[config.mk]
export PLATFORM = sky130hd
export DESIGN_NAME = bcd_output
export DESIGN_NICKNAME = d
export VERILOG_FILES = /design/src/rtl/seg7_pkg.sv /design/src/rtl/seg7_lut.sv /design/src/rtl/bcd_output.sv
export SDC_FILE = /design/constraint.sdc
export NUM_CORES = 1
export LEC_CHECK = 0
export CAP_MARGIN = 0
export CORE_MARGIN = 2
export CORE_UTILIZATION = 40
export CTS_BUF_LIST = sky130_fd_sc_hd__clkbuf_4
export CTS_CLUSTER_SIZE = 25
export DETAILED_ROUTE_END_ITERATION = 10
export GPL_ROUTABILITY_DRIVEN = 0
export HOLD_SLACK_MARGIN = 0.08
export PLACE_DENSITY = 0.81
export SYNTH_ARGS = -nofsm -noshare
export SYNTH_HDL_FRONTEND = slang
export SYNTH_HIERARCHICAL = 1
export SYNTH_SLANG_ARGS = --single-unit
[constraint.sdc]
create_clock -name clk -period 1.8 [get_ports clk]
set_input_delay 0.36 -clock clk [delete_from_list [all_inputs] [get_ports clk]]
set_output_delay 0.36 -clock clk [all_outputs]
set_load 0.005 [all_outputs]
[src/rtl/seg7_pkg.sv]
// Shared seven-segment constants: active-low {g,f,e,d,c,b,a} codes for 0-F,
// the blank pattern and the all-digits-off anode select.
package seg7_pkg;

  localparam logic [6:0] SEG_0 = 7'h40;
  localparam logic [6:0] SEG_1 = 7'h79;
  localparam logic [6:0] SEG_2 = 7'h24;
  localparam logic [6:0] SEG_3 = 7'h30;
  localparam logic [6:0] SEG_4 = 7'h19;
  localparam logic [6:0] SEG_5 = 7'h12;
  localparam logic [6:0] SEG_6 = 7'h02;
  localparam logic [6:0] SEG_7 = 7'h78;
  localparam logic [6:0] SEG_8 = 7'h00;
  localparam logic [6:0] SEG_9 = 7'h10;
  localparam logic [6:0] SEG_A = 7'h08;
  localparam logic [6:0] SEG_B = 7'h03;
  localparam logic [6:0] SEG_C = 7'h46;
  localparam logic [6:0] SEG_D = 7'h21;
  localparam logic [6:0] SEG_E = 7'h06;
  localparam logic [6:0] SEG_F = 7'h0E;

  localparam logic [6:0] SEG_BLANK = 7'h7F;
  localparam logic [3:0] ANN_OFF   = 4'b1111;

  // Index 0 is the rightmost element, so entry n is the code for value n.
  localparam logic [15:0][6:0] SEG_TABLE = {
    SEG_F, SEG_E, SEG_D, SEG_C, SEG_B, SEG_A, SEG_9, SEG_8,
    SEG_7, SEG_6, SEG_5, SEG_4, SEG_3, SEG_2, SEG_1, SEG_0
  };

endpackage

[src/rtl/seg7_lut.sv]
// Combinational 4-bit value to 7-segment decoder with selectable hex glyphs
// and segment polarity.
module seg7_lut
  import seg7_pkg::*;
#(
  parameter int HEX_EN         = 1,
  parameter int SEG_ACTIVE_LOW = 1
) (
  input  logic [3:0] num,
  output logic [6:0] seg
);

  logic [6:0] code;

  always_comb begin
    code = SEG_TABLE[num];
    if (HEX_EN == 0 && num > 4'd9) code = SEG_BLANK;
    // Table is stored active-low; common-cathode boards just invert it.
    seg = (SEG_ACTIVE_LOW != 0) ? code : ~code;
  end

endmodule

[src/rtl/bcd_output.sv]
// Display driver stage: decodes one digit per clock and registers the pattern
// together with its anode select so both change on the same edge.
module bcd_output
  import seg7_pkg::*;
#(
  parameter int SEG_ACTIVE_LOW = 1,
  parameter int HEX_EN         = 1
) (
  input  logic       clk,
  input  logic       reset,
  input  logic [3:0] din_num,
  input  logic [3:0] din_anns,
  output logic [6:0] dout,
  output logic [3:0] dout_ann
);

  localparam logic [6:0] SEG_OFF = (SEG_ACTIVE_LOW != 0) ? SEG_BLANK : ~SEG_BLANK;

  logic [6:0] seg;

  seg7_lut #(
    .HEX_EN         (HEX_EN),
    .SEG_ACTIVE_LOW (SEG_ACTIVE_LOW)
  ) u_lut (
    .num (din_num),
    .seg (seg)
  );

  always_ff @(posedge clk) begin
    if (reset) begin
      dout     <= SEG_OFF;
      dout_ann <= ANN_OFF;
    end else begin
      dout     <= seg;
      dout_ann <= din_anns;
    end
  end

endmodule

==> results.py <==
metrics = {
    "outcome": {
        "outcome": "finished clean",
    },
    "critical_path": {
        "critical-path-top-delay-family": "buffers and inverters",
        "critPathCaptureType": "flip-flop",
        "path_cells": "clkdlybuf4s50_1 > inv_2 > ha_1 > inv_1 > mux4_2 > or2_1",
        "crit_type": "input pin to flip-flop",
        "arrival_ns": 1.91,
        "crit_fanout": 4,
        "crit_buf_inv": 3,
        "cpPeakStageDelay_ns": 0.49,
        "cp.required_ns": 1.94,
        "cp_slowest_cell": "clkdlybuf4s50_1",
        "cp-start-kind": "input pin",
    },
    "grt": {
        "grt_pass1_vias": 423,
        "grt_overflow": 0,
        "grt_pass1_wl_mm": 1.69,
        "antenna_found_initial": 0,
        "grt_use_total": 0.128,
        "grt_max_degree": 12,
    },
    "clocking": {
        "htreeDepth": 1,
        "tritoncts": "yes",
        "clkSinkCount": 11,
        "cts.path.max_buffers": 2,
        "clkTransAtPathRegs_ns": 0.06,
        "cts_setup_buffers": 0,
        "cts_buffers": 3,
        "cts-root-buf": "clkbuf_4",
    },
    "cells_and_area": {
        "area_growth_pct": 49.1,
        "design_area_sq_um": 858,
        "antenna_cells": 0,
        "drive_above_1_share": 0.214,
        "finalNetCount": 102,
        "nFillCells": 110,
    },
    "logic_synthesis": {
        "synth_top_area_share": 0.383,
        "synthCells": 55,
        "async_flop_share": 0,
        "synth.avg_cell_area_sq_um": 10.5,
        "ys_types": 17,
        "yosys-top-cells-area": "dfxtp_1, ha_1, or2_1",
        "synth_seq_cells": 11,
        "synth_top_cell_by_area": "dfxtp_1",
        "netlist_top_cells_count": "dfxtp_1, or2_1, ha_1, nor2_1, mux2i_1",
        "synth_area_sq_um": 576,
        "ys_warn_count": 6,
        "synth_nets": 72,
        "seq_area_frac_synth": 0.383,
        "synth-edff-count": 0,
        "ys.flop_type": "dfxtp_1",
    },
    "die": {
        "die_w_microns": 41.9,
        "pin_count": 21,
        "start_util": 0.437,
        "die_area_sq_mm": 0.00176,
        "rows": 13,
        "core_area_sq_mm": 0.00132,
        "die_h_microns": 41.9,
    },
    "route": {
        "dr.first_iter.drc_count": 3,
        "wl_per_cell_microns": 10.4,
        "drc": 0,
        "drt-total-wl_mm": 1.03,
        "drtPass1Iterations": 2,
        "routed-via-count": 468,
        "via_per_inst": 4.73,
        "detail-route-antenna-nets": 0,
    },
    "place": {
        "hpwl_microns": 899,
        "place_area_sq_um": 827,
        "io_buffers": 20,
    },
    "sta": {
        "hold_viol": 0,
        "setup_tns_ns": 0,
        "fin_crit_ns": 1.76,
        "max_freq_ghz": 0.567,
        "post-route-period-util": 0.979,
        "max_slew_margin": 0.827,
        "tightestPinTransition_ns": 0.258,
        "setup_viol": 0,
        "hold_ws_ns": 0.640,
        "final_max_slew_viol_count": 0,
        "rsz0062_at_grt": "no",
    },
    "pwr": {
        "leakage_nw": 0.396,
        "ir_worst_vdd_v": 0.000235,
        "power_density_mw_per_mm2": 663,
    },
    "flow_run": {
        "drv_cap": 0,
    },
    "min_path": {
        "hp-class": "input pin to flip-flop",
    },
}
[registers in the layout, indices dropped and copies added, names as in the netlist]
signal / flops
dout: 7
dout_ann: 4
[stage by stage]
| stage | power (mW) | utilization | worst slack, ns | instances |
|---|---|---|---|---|
| 6_report | 0.569 | 0.651 | 0.0378 | 99 |
| 3_5_place_dp | 0.405 | 0.628 | -0.291 | 95 |
| 3_3_place_gp | 0.400 | 0.628 | -0.216 | 95 |
| 5_1_grt | 0.605 | 0.651 | 0.00342 | 99 |
| 2_1_floorplan | 0.329 | - | 0.302 | 55 |
| 4_1_cts | 0.582 | 0.651 | 0.00890 | 99 |
[logic make-up after synthesis]
group                      count (synthesis)  share of synthesized area
AOI/OAI and AO/OA                          6                     0.0739
adders and majority gates                  7                      0.152
buffers and inverters                      6                     0.0674
DFF                                       11                      0.383
muxes                                      6                      0.135
and+or+nand+nor                           19                      0.189
[power by group]
part           internal [mW]  switching [mW]  total [mW]  leakage, nW
Clock                  0.100          0.0699       0.170       0.0184
Combinational         0.0864          0.0464       0.133        0.285
Sequential             0.261         0.00461       0.266       0.0923
[layout make-up]
type	count	area, sq um	share of cell area
multi-input cells	38	315	0.367
repair buffers	28	263	0.306
flip-flops and latches	11	220	0.257
clock buffers	4	30.0	0.0350
well taps	15	18.8	0.0219
inverters	3	11.3	0.0131
[cells in the final DEF, fill, tap and decap left out]
master,instances
or3b_1,1
clkbuf_4,4
inv_1,1
and2b_2,1
clkdlybuf4s50_1,19
mux4_2,1
o21ai_0,2
mux2i_1,4
or2_1,11
a21oi_1,1
ha_2,1
nor2_1,5
dlymetal6s2s_1,1
ha_1,6
inv_2,2
a32o_1,1
mux2_2,1
a22o_1,2
dfxtp_1,11
buf_4,8
nand2_1,1
[final timing paths]
kind,from,end,cells past startpoint
max,din_num[0],dout[3],6
min,din_num[1],dout[1],4
[worst min-delay path, delay by kind of cell]
kind | cells | cell delay [ns]
buffers and inverters | 2 | 0.26
AOI/OAI and AO/OA | 1 | 0.16
and+or+nand+nor | 1 | 0.09
[routing by layer]
layer | part of all wire | track usage | wire (microns)
met5 | 0 | 0 | 0
met4 | 0.0058 | 0.0774 | 6
met3 | 0.072 | 0.0435 | 74
met2 | 0.51 | 0.231 | 522
met1 | 0.41 | 0.124 | 426
[timing repair]
item | 4_1_cts | 5_1_grt
hold buffers | 0 | 0
setup endpoints to repair | 1 | 2
gates resized for setup | 2 | 3
Power figures use the tool's default switching activity.
